File: src/rtl/rs_issue_scheduler_pkg.sv
// rtl/rs_issue_scheduler_pkg.sv - shared constants, entry type and wake-match helper for the RS scheduler (RS_AGE_SELECT_EN selects age-ordered pick)
package rs_issue_scheduler_pkg;

  localparam int RS_ENTRIES   = 8;
  localparam int NUM_PREGS    = 128;
  localparam int NUM_ROB_ENTS = 64;
  localparam int NUM_FUS      = 4;
  localparam int WAKE_PORTS   = NUM_FUS;
  localparam int PREG_W       = $clog2(NUM_PREGS);
  localparam int ROB_W        = $clog2(NUM_ROB_ENTS);
  localparam int RS_IDX_W     = $clog2(RS_ENTRIES);
  localparam int OCC_W        = RS_IDX_W + 1;

  typedef struct packed {
    logic              valid;
    logic [PREG_W-1:0] dst_preg;
    logic [PREG_W-1:0] src1_preg;
    logic [PREG_W-1:0] src2_preg;
    logic              src1_rdy;
    logic              src2_rdy;
    logic [ROB_W-1:0]  rob_index;
  } rs_entry_t;

  // True when any valid broadcast port carries the given tag.
  function automatic logic wake_hit(input logic [PREG_W-1:0]            tag,
                                    input logic [WAKE_PORTS-1:0]        wv,
                                    input logic [WAKE_PORTS*PREG_W-1:0] wp);
    logic hit;
    hit = 1'b0;
    for (int p = 0; p < WAKE_PORTS; p++) begin
      if (wv[p] && (wp[p*PREG_W +: PREG_W] == tag)) hit = 1'b1;
    end
    return hit;
  endfunction

endpackage

File: src/rtl/rs_oldest_select.sv
// rtl/rs_oldest_select.sv - age matrix plus oldest-eligible pick; plain priority encoder unless RS_AGE_SELECT_EN is defined
module rs_oldest_select
  import rs_issue_scheduler_pkg::*;
(
`ifdef RS_AGE_SELECT_EN
  input  logic                  clk,
  input  logic                  rst_n,
  input  logic                  alloc_fire,
  input  logic [RS_IDX_W-1:0]   alloc_idx,
  input  logic [RS_ENTRIES-1:0] valid_vec,
`endif
  input  logic [RS_ENTRIES-1:0] eligible,
  output logic [RS_IDX_W-1:0]   grant_idx,
  output logic                  grant_any
);

  assign grant_any = |eligible;

`ifdef RS_AGE_SELECT_EN
  // older_q[j][i] = 1 means slot j was allocated before slot i
  logic [RS_ENTRIES-1:0][RS_ENTRIES-1:0] older_q;
  logic [RS_ENTRIES-1:0]                 blocked;
  logic [RS_ENTRIES-1:0]                 winner;

  // New entry is younger than every live entry and older than nothing
  always_ff @(posedge clk or negedge rst_n) begin
    if (!rst_n) begin
      older_q <= '0;
    end else if (alloc_fire) begin
      for (int j = 0; j < RS_ENTRIES; j++) begin
        older_q[j][alloc_idx] <= valid_vec[j];
        older_q[alloc_idx][j] <= 1'b0;
      end
    end
  end

  // An eligible entry loses if any other eligible entry is older than it
  always_comb begin
    blocked   = '0;
    grant_idx = '0;
    for (int i = 0; i < RS_ENTRIES; i++) begin
      for (int j = 0; j < RS_ENTRIES; j++) begin
        if (eligible[j] && older_q[j][i]) blocked[i] = 1'b1;
      end
    end
    winner = eligible & ~blocked;
    for (int i = RS_ENTRIES - 1; i >= 0; i--) begin
      if (winner[i]) grant_idx = RS_IDX_W'(i);
    end
  end
`else
  // Lowest eligible slot index wins
  always_comb begin
    grant_idx = '0;
    for (int i = RS_ENTRIES - 1; i >= 0; i--) begin
      if (eligible[i]) grant_idx = RS_IDX_W'(i);
    end
  end
`endif

endmodule

File: src/rtl/rs_issue_scheduler.sv
// rtl/rs_issue_scheduler.sv - reservation-station wakeup/select for one execution pipe (RS_AGE_SELECT_EN enables oldest-first select)
module rs_issue_scheduler
  import rs_issue_scheduler_pkg::*;
(
  input  logic                         clk,
  input  logic                         rst_n,
  input  logic                         flush,
  input  logic                         alloc_valid,
  output logic                         alloc_ready,
  input  logic [PREG_W-1:0]            alloc_dst_preg,
  input  logic [PREG_W-1:0]            alloc_src1_preg,
  input  logic [PREG_W-1:0]            alloc_src2_preg,
  input  logic                         alloc_src1_dp_en,
  input  logic                         alloc_src2_dp_en,
  input  logic                         alloc_src1_rdy,
  input  logic                         alloc_src2_rdy,
  input  logic [ROB_W-1:0]             alloc_rob_index,
  input  logic [WAKE_PORTS-1:0]        wake_valid,
  input  logic [WAKE_PORTS*PREG_W-1:0] wake_preg,
  output logic                         issue_valid,
  input  logic                         issue_ready,
  output logic [RS_IDX_W-1:0]          issue_rs_index,
  output logic [PREG_W-1:0]            issue_dst_preg,
  output logic [PREG_W-1:0]            issue_src1_preg,
  output logic [PREG_W-1:0]            issue_src2_preg,
  output logic [ROB_W-1:0]             issue_rob_index,
  output logic [OCC_W-1:0]             occupancy
);

  rs_entry_t             entries [RS_ENTRIES];
  rs_entry_t             new_entry;
  logic [RS_ENTRIES-1:0] valid_vec;
  logic [RS_ENTRIES-1:0] eligible;
  logic [RS_IDX_W-1:0]   alloc_idx;
  logic [RS_IDX_W-1:0]   grant_idx;
  logic                  grant_any;
  logic [OCC_W-1:0]      occ_q;
  logic                  alloc_fire;
  logic                  issue_fire;

  assign alloc_ready = (occ_q < OCC_W'(RS_ENTRIES)) && !flush;
  assign alloc_fire  = alloc_valid && alloc_ready;
  assign issue_valid = grant_any && !flush;
  assign issue_fire  = issue_valid && issue_ready;
  assign occupancy   = occ_q;

  // Readiness is taken from registered bits only, so wakes show up a cycle later
  always_comb begin
    for (int i = 0; i < RS_ENTRIES; i++) begin
      valid_vec[i] = entries[i].valid;
      eligible[i]  = entries[i].valid && entries[i].src1_rdy && entries[i].src2_rdy;
    end
  end

  // Lowest free slot; a slot issuing this cycle is still valid and not reused
  always_comb begin
    alloc_idx = '0;
    for (int i = RS_ENTRIES - 1; i >= 0; i--) begin
      if (!valid_vec[i]) alloc_idx = RS_IDX_W'(i);
    end
  end

  // Incoming uOP, with same-cycle wake bypass folded into its ready bits
  always_comb begin
    new_entry           = '0;
    new_entry.valid     = 1'b1;
    new_entry.dst_preg  = alloc_dst_preg;
    new_entry.src1_preg = alloc_src1_preg;
    new_entry.src2_preg = alloc_src2_preg;
    new_entry.rob_index = alloc_rob_index;
    new_entry.src1_rdy  = !alloc_src1_dp_en || alloc_src1_rdy ||
                          wake_hit(alloc_src1_preg, wake_valid, wake_preg);
    new_entry.src2_rdy  = !alloc_src2_dp_en || alloc_src2_rdy ||
                          wake_hit(alloc_src2_preg, wake_valid, wake_preg);
  end

  rs_oldest_select u_select (
`ifdef RS_AGE_SELECT_EN
    .clk        (clk),
    .rst_n      (rst_n),
    .alloc_fire (alloc_fire),
    .alloc_idx  (alloc_idx),
    .valid_vec  (valid_vec),
`endif
    .eligible   (eligible),
    .grant_idx  (grant_idx),
    .grant_any  (grant_any)
  );

  // Payload follows the selected slot; zero when nothing is eligible
  always_comb begin
    issue_rs_index  = '0;
    issue_dst_preg  = '0;
    issue_src1_preg = '0;
    issue_src2_preg = '0;
    issue_rob_index = '0;
    if (grant_any) begin
      issue_rs_index  = grant_idx;
      issue_dst_preg  = entries[grant_idx].dst_preg;
      issue_src1_preg = entries[grant_idx].src1_preg;
      issue_src2_preg = entries[grant_idx].src2_preg;
      issue_rob_index = entries[grant_idx].rob_index;
    end
  end

  // Entry state: wakeup, free on issue, write on alloc, squash on flush
  always_ff @(posedge clk or negedge rst_n) begin
    if (!rst_n) begin
      for (int i = 0; i < RS_ENTRIES; i++) entries[i] <= '0;
    end else if (flush) begin
      for (int i = 0; i < RS_ENTRIES; i++) entries[i].valid <= 1'b0;
    end else begin
      for (int i = 0; i < RS_ENTRIES; i++) begin
        if (entries[i].valid && !entries[i].src1_rdy &&
            wake_hit(entries[i].src1_preg, wake_valid, wake_preg))
          entries[i].src1_rdy <= 1'b1;
        if (entries[i].valid && !entries[i].src2_rdy &&
            wake_hit(entries[i].src2_preg, wake_valid, wake_preg))
          entries[i].src2_rdy <= 1'b1;
        if (issue_fire && (grant_idx == RS_IDX_W'(i)))
          entries[i].valid <= 1'b0;
        if (alloc_fire && (alloc_idx == RS_IDX_W'(i)))
          entries[i] <= new_entry;
      end
    end
  end

  // Valid-entry count
  always_ff @(posedge clk or negedge rst_n) begin
    if (!rst_n) begin
      occ_q <= '0;
    end else if (flush) begin
      occ_q <= '0;
    end else begin
      occ_q <= occ_q + OCC_W'(alloc_fire) - OCC_W'(issue_fire);
    end
  end

endmodule

File: config.mk
export PLATFORM = sky130hd
export DESIGN_NAME = rs_issue_scheduler
export DESIGN_NICKNAME = d
export VERILOG_FILES = /design/src/rtl/rs_issue_scheduler_pkg.sv /design/src/rtl/rs_oldest_select.sv /design/src/rtl/rs_issue_scheduler.sv
export SDC_FILE = /design/constraint.sdc
export NUM_CORES = 1
export LEC_CHECK = 0
export BUFFER_PORTS_ARGS = -buffer_cell sky130_fd_sc_hd__clkbuf_2
export CAP_MARGIN = 5
export CELL_PAD_IN_SITES_DETAIL_PLACEMENT = 1
export CELL_PAD_IN_SITES_GLOBAL_PLACEMENT = 1
export CORE_MARGIN = 4
export CORE_UTILIZATION = 50
export DETAILED_ROUTE_END_ITERATION = 10
export PLACE_DENSITY_LB_ADDON = 0.1
export SLEW_MARGIN = 40
export SYNTH_ARGS = -nofsm -noshare
export SYNTH_HDL_FRONTEND = slang
export SYNTH_SLANG_ARGS = --single-unit
File: constraint.sdc
create_clock -name clk -period 3.05 [get_ports clk]
set_input_delay 0.61 -clock clk [delete_from_list [all_inputs] [get_ports clk]]
set_output_delay 0.61 -clock clk [all_outputs]
set_load 0.05 [all_outputs]
==> reports/qor.txt, run 1 <==
Status - complete, but fails checks
Failing checks - setup timing
Power Density - 601 nW/um^2
Clock transition at the registers of the reported paths - 0.07 ns
CTS tree - built
Register bit count reported by yosys - 244
Final #Nets - 1858
Port Buf Inserts - 103
Final slew viol count - 0
Worst slew margin - 40.0%
Final core utilization - 60.6%
Clock skew after layout - 0.0191 ns
Setup ws final - -0.377 ns
Reg-to-Reg Start - entries[6]
Number of synthesis warnings - 0
Via count of the first global-routing pass - 15500
Remaining antenna violation count - 0
Final hold violation count - 0
GR peak layer - met2
P&R area growth vs syn - 18.6%
Seq/Total Area, Yosys - 34.2%
Hold slack - 0.0329 ns
Num CTS Buffers - 29
DRT Pass-1 Iters - 5
Number of distinct library cells after synthesis - 48
Critical path class - reg2out
Share of cells above drive strength 1 - 32.0%
Detailed Place HPWL - 43100 um
GR Layer Usage met2 - 54.5%
Primary FF master, synth - dfrtp_1
GPL Wtd Cong - 0.960
H-tree lvl count - 1
Die area - 38800 sq um
Clock Latency Late Sink - 0.56 ns
Clock Sinks - 244
Synthesized area per cell - 10.0 sq um
CTS root buf - clkbuf_16
Final count of negative-setup-slack endpoints - 27
Tcrit/Tclk final - 112%
Pin count of the biggest net entering global routing - 72
Worst Reg-to-Reg Cells - 11
Post-synth EDFFs - 0
Synth Instances - 1775
DR iter-0 viols - 1440
Pleak - 9.75 nW
Unrepaired setup endpoints after global routing - true
Met1 usage in global routing - 48.8%
Least-Margin Pin Slew - 0.900 ns
Post-detailed-routing wire length - 70100 um
Met3 GRT Util - 5.76%
WP data required - 2.44 ns
R2r endpoint - occupancy[2]
CP Capture Type - output pin
Maximum clock frequency - 292 MHz
Total GRT Usage - 34.6%
Reg2reg setup slack - 0.29 ns
Initial Util - 51.1%
CP arrival - 2.82 ns
Mapped Nets - 1848
Antenna cells - 0
Clk buf depth - 3
Worst Hold Class - in2async
Post-synthesis async set-or-reset flop share - 100%
Mapped cell area - 17800 sq um
Crit path time final - 3.43 ns
Wire per inst - 31.0 um
Core ar. - 34900 sq um
Max VDD drop - 467 uV
First-pass GRT wire length - 103000 um
Gr ovfl total - 0
DRC violations left - 0
Via density - 6.58
Die boundary height - 197 um
Initial antenna violation count - 0
Setup crit start kind - flop
CP max FO - 7
Die width - 197 um
FP Rows - 68
Total number of vias - 14900
Max Cap Viol - 0
Ports - 104
==> synth_stat cells, types with 2 or more instances <==
library cell / n / share of area, %
mux2i_1: 85 / 4.8
dfrtp_1: 244 / 34
buf_2: 98 / 2.7
inv_1: 8 / 0.17
and2b_1: 2 / 0.084
a41o_1: 2 / 0.11
o21ai_0: 16 / 0.45
and4_1: 2 / 0.098
xnor2_1: 122 / 6.0
o21bai_1: 3 / 0.13
mux2_1: 4 / 0.25
o221ai_1: 27 / 1.3
buf_4: 20 / 0.84
buf_1: 39 / 0.82
o211a_1: 2 / 0.11
clkbuf_1: 91 / 1.9
nand4_1: 81 / 2.8
nor4_1: 66 / 2.3
nor2_1: 81 / 1.7
ha_1: 4 / 0.28
nand3_1: 65 / 1.8
and2_1: 3 / 0.11
a21oi_1: 10 / 0.28
clkbuf_2: 2 / 0.056
mux2_2: 212 / 13
a41oi_1: 16 / 0.79
nand2b_1: 8 / 0.28
nor2b_1: 5 / 0.18
nor3_1: 13 / 0.36
or2_2: 2 / 0.070
a32o_1: 27 / 1.5
xor2_1: 385 / 19
nand2_1: 10 / 0.21
and3_1: 6 / 0.21
==> sequential cells by signal, summed over array words and instances (netlist names) <==
name       flops
occupancy      4
entries      240
==> per-layer routing <==
metal,routed length [um],up-vias,part of all wire [%]
met5,0,-,0
met4,3000,0,4.3
met3,6620,238,9.4
met2,31700,831,45
met1,28800,7663,41
li1,-,6143,-
==> worst max-delay path: stages, from the launching register on <==
cell and delay (ns):
dfrtp_1 0.38, and3_4 0.19, o211a_1 0.23, o22a_4 0.22, buf_12 0.14, inv_16 0.08
clkbuf_16 0.16, buf_4 0.11, mux2i_1 0.23, a32o_1 0.19, o221ai_2 0.12, buf_12 0.19
==> where the power goes <==
group	total (mW)	internal (mW)	leakage (nW)	switching [mW]
Combinational	4.33	2.06	5.98	2.27
Sequential	4.65	3.73	3.27	0.922
Clock	3.73	2.29	0.499	1.44
==> cells by family (layout without fill, tap and decap cells) <==
logic type / count (synthesis) / count (layout) / share of synthesized area [%]
XOR/XNOR: 507 / 507 / 24.9
AND/OR/NAND/NOR: 347 / 347 / 10.4
multiplexers: 301 / 301 / 18.4
buffers and inverters: 261 / 293 / 6.67
flip-flops: 244 / 244 / 34.2
AO/OA/AOI/OAI: 110 / 110 / 5.00
adder cells (fa/ha/maj): 5 / 5 / 0.393
==> stage by stage <==
stage | setup TNS, ns | power (mW) | cell area [sq um] | instances | setup slack, ns
global route | -10.00 | 13.2 | 21100 | 2262 | -0.456
CTS | -6.69 | 12.4 | 20700 | 2246 | -0.317
detailed placement | 0 | 8.36 | 19100 | 2172 | 0.131
floorplan | 0 | 6.97 | 17800 | 1775 | 0.0969
finish | -7.72 | 12.7 | 21100 | 2262 | -0.377
global placement | 0 | 8.20 | 19100 | 2172 | 0.173
==> worst max-delay path by stage <==
stage / startpoint / endpoint
floorplan: entries[59] / issue_dst_preg[4]
global placement: entries[126] / issue_src2_preg[0]
detailed placement: entries[126] / issue_src2_preg[0]
CTS: entries[36] / issue_rob_index[1]
global route: entries[59] / issue_dst_preg[0]
finish: entries[59] / issue_dst_preg[0]
==> layout by cell type (no fill, tap or decap), drive strengths merged, types with 16 or more instances in the layout <==
cell type,count
a32o,27
a41oi,16
buf,151
clkbuf,119
dfrtp,244
mux2,216
mux2i,85
nand3,65
nand4,81
nor2,81
nor4,66
o21ai,16
o221ai,27
xnor2,122
xor2,385
==> final cells by class <==
| type | count | area (sq um) |
|---|---|---|
| Clock inverter | 13 | 200 |
| Sequential cell | 244 | 6110 |
| Clock buffer | 40 | 817 |
| Tap cell | 455 | 569 |
| Timing Repair Buffer | 230 | 2340 |
| Fill cell | 3628 | 13700 |
| Inverter | 10 | 53.8 |
| Multi-Input combinational cell | 1270 | 11100 |
==> what timing repair did <==
action                                  4_1_cts  5_1_grt
hold endpoints to repair                      0        0
gates cloned                                  7        2
hold buffers                                  0        0
setup buffers                                14       17
endpoints found under the setup margin       27       28
pin swaps                                     4       17
resized for setup                            58       77
No activity file was read; power rests on OpenSTA's default activity.
==> run 2, diff against run 1 <==
Settings changed: ABC_AREA set to 1, CORE_UTILIZATION 50 to 45, CTS_CLUSTER_DIAMETER set to 120.
==> run 2 against run 1 <==
  * The flow still finishes with violations (setup timing)
  * Clock-buffer cell count down 2
  * Clock skew barely moved
  * Die area rose by 15%
  * Via count rose by 58%
  * Synthesized cell count grew 62%
  * Flip-flop and latch count is the same
  * Core utilization is 6.0 points lower
  * Critical endpoint is now issue_src1_preg[5]
  * Highest routed layer unchanged
  * Final area is 5.5% higher
  * Worst setup slack worse by 0.066 ns
==> reports/qor.txt, run 2 <==
Seq/Total Area, Yosys - 32.8%
Final core utilization - 54.7%
DR iter-0 viols - 3068
Via count of the first global-routing pass - 24100
Clock skew after layout - 0.0188 ns
Reg2reg setup slack - 0.18 ns
P&R area growth vs syn - 20.0%
Post-detailed-routing wire length - 111000 um
Unrepaired setup endpoints after global routing - true
Register area - 6110 sq um
Initial Util - 45.6%
Hold slack - 0.247 ns
Gr ovfl total - 0
Hold path endpoint - entries[23]
Final #Nets - 3027
Net switching power figure - 6.06 mW
Share of the synthesized area in the top cell type - 32.8%
Hold_sp - alloc_dst_preg[1]
Final hold violation count - 0
Clock transition at the registers of the reported paths - 0.06 ns
Die width - 211 um
CTS tree - built
Primary FF master, synth - dfrtp_1
Setup crit start kind - flop
Die area - 44700 sq um
Critical path class - reg2out
First-pass GRT wire length - 160000 um
Final slew viol count - 0
Placed cell area - 20100 sq um
Worst Reg-to-Reg Cells - 14
Placed Cells - 3424
Worst slew margin - 47.4%
Crit path time final - 3.49 ns
H-tree lvl count - 1
Pleak - 10.6 nW
Clock Sinks - 244
Non-Filler Instances - 3509
Num CTS Buffers - 28
Final setup TNS - -10.17 ns
Synthesized area per cell - 6.47 sq um
Port Buf Inserts - 103
Hold Path Stages - 3
Total GRT Usage - 48.1%
DRT Pass-1 Iters - 6
Clk buf depth - 3
CTS root buf - clkbuf_16
Max reg flops - 240
Mapped cell area - 18600 sq um
Count leader, synth - nand2_1
Initial antenna violation count - 2
Least-Margin Pin Slew - 0.787 ns
Maximum clock frequency - 286 MHz
DP Worst Slack - 0.109 ns
Multi-input gate area - 10800 sq um
Total Power - 14.0 mW
Die boundary height - 211 um
Core ar. - 40800 sq um
Wire per inst - 31.7 um
Fillers - 5240
Mapped Nets - 2949
Max VDD drop - 547 uV
Post-synth EDFFs - 0
Most common cell after layout, fill and taps aside - nand2_1
Gate power share - 39.7%
Share of cells above drive strength 1 - 15.1%
Internal power - 7.92 mW
Remaining antenna violation count - 0
Final count of negative-setup-slack endpoints - 27
Setup ws final - -0.443 ns
Detailed Place HPWL - 71900 um
Post-synthesis async set-or-reset flop share - 100%
CP arrival - 2.88 ns
Sw Share - 43.4%
Via density - 6.68
R2r endpoint - occupancy[2]
Ports - 104
Clk pwr share - 27.8%
Post-synth top cells - nand2_1, inv_1, nor2_1, dfrtp_1, o21ai_0
Synth area leaders - dfrtp_1, nand2_1, o21ai_0, inv_1, nor2_1
Dominant cell type by area after synthesis - dfrtp_1
CP Capture Type - output pin
GPL Wtd Cong - 1.07
Register bit count reported by yosys - 244
Power Density - 626 nW/um^2
Failing checks - setup timing
Most frequent cells in the layout - nand2_1, inv_1, nor2_1, dfrtp_1, o21ai_0
Synth Instances - 2876
Worst Hold Class - in2reg
DRC violations left - 0
FP Rows - 74
Total number of vias - 23500
Clock Latency Late Sink - 0.62 ns
CP max FO - 8
Number of distinct library cells after synthesis - 41
Reg-to-Reg Start - entries[187]
Biggest register - entries
Sequential power share - 32.5%
Number of synthesis warnings - 0
Pin count of the biggest net entering global routing - 60
WP data required - 2.44 ns
Status - complete, but fails checks
Tcrit/Tclk final - 115%
Max Cap Viol - 0
Final instance area - 22300 sq um
==> run 2: changes by cell type after synthesis, moves of 98 or more <==
cell	before	now
o22ai_1	0	155
nor2_1	81	272
inv_1	8	287
o21ai_0	16	239
mux2_2	212	0
xor2_1	385	53
nand2_1	10	812
a21oi_1	10	108
==> run 2: worst max-delay path by stage <==
stage / startpoint / slack, ns / endpoint
final: entries[6] / -0.44 / issue_src1_preg[5]
after global routing: entries[6] / -0.48 / issue_rob_index[1]
after CTS: entries[6] / -0.24 / issue_src1_preg[5]
after detailed placement: entries[29] / 0.11 / issue_src2_preg[4]
after global placement: entries[29] / 0.09 / issue_src2_preg[4]
after floorplan: entries[239] / 0.07 / issue_rob_index[3]
==> run 2: cell type report <==
type                            instances  area share [%]
Multi-Input combinational cell       2101            48.3
Sequential cell                       244            27.4
Timing Repair Buffer                  273            11.5
Inverter                              306            5.19
Clock buffer                           38            3.62
Tap cell                              532            2.98
Clock inverter                         14           0.998
Antenna cell                            1          0.0112
==> run 2: cell families after synthesis <==
logic type | Yosys count | synth area share, %
AO/OA/AOI/OAI | 567 | 17.0
XOR/XNOR | 134 | 6.31
adder cells (fa/ha/maj) | 5 | 0.377
buffers and inverters | 531 | 11.7
flip-flops | 244 | 32.8
AND/OR/NAND/NOR | 1395 | 31.8
==> run 2: per-layer routing <==
layer / GRT usage (%) / wire, um / vias up / part of all wire (%)
met1: 59.1 / 39200 / 11400 / 35
met3: 14.3 / 14500 / 680 / 13
li1: - / - / 9536 / -
met4: 35.8 / 10500 / 0 / 9.4
met5: 0 / 0 / - / 0
met2: 71.6 / 47100 / 1832 / 42
==> run 2: timing repair <==
item	CTS	global route
hold buffers	1	0
cloned	4	2
hold endpoints to repair	45	0
gates resized for setup	143	85
pin swaps	30	38
buffers inserted	27	0
endpoints found under the setup margin	27	31
==> run 2: power by group through the flow <==
stage / sequential (mW) / clock (mW) / combinational [mW]
6_report: 4.55 / 3.88 / 5.55
5_1_grt: 4.60 / 4.02 / 5.86
4_1_cts: 4.49 / 3.86 / 5.14
3_5_place_dp: 4.53 / 0 / 4.77
3_3_place_gp: 4.50 / 0 / 4.60
2_1_floorplan: 4.18 / 0 / 3.29
==> run 2: critical path, cell delays in order (launching register included) <==
cell and delay (ns):
dfrtp_1 0.39, nand2_1 0.07, nor2_1 0.10, nand2_1 0.08
nand2_1 0.08, nand2_1 0.09, nand2_1 0.10, nand2_2 0.08
nand2_4 0.10, nand2_8 0.11, nor2_4 0.17, buf_12 0.17
buf_12 0.16, nand2_1 0.08, nand2_1 0.09, inv_2 0.06
nand3_2 0.07, nand2_2 0.09, buf_12 0.16
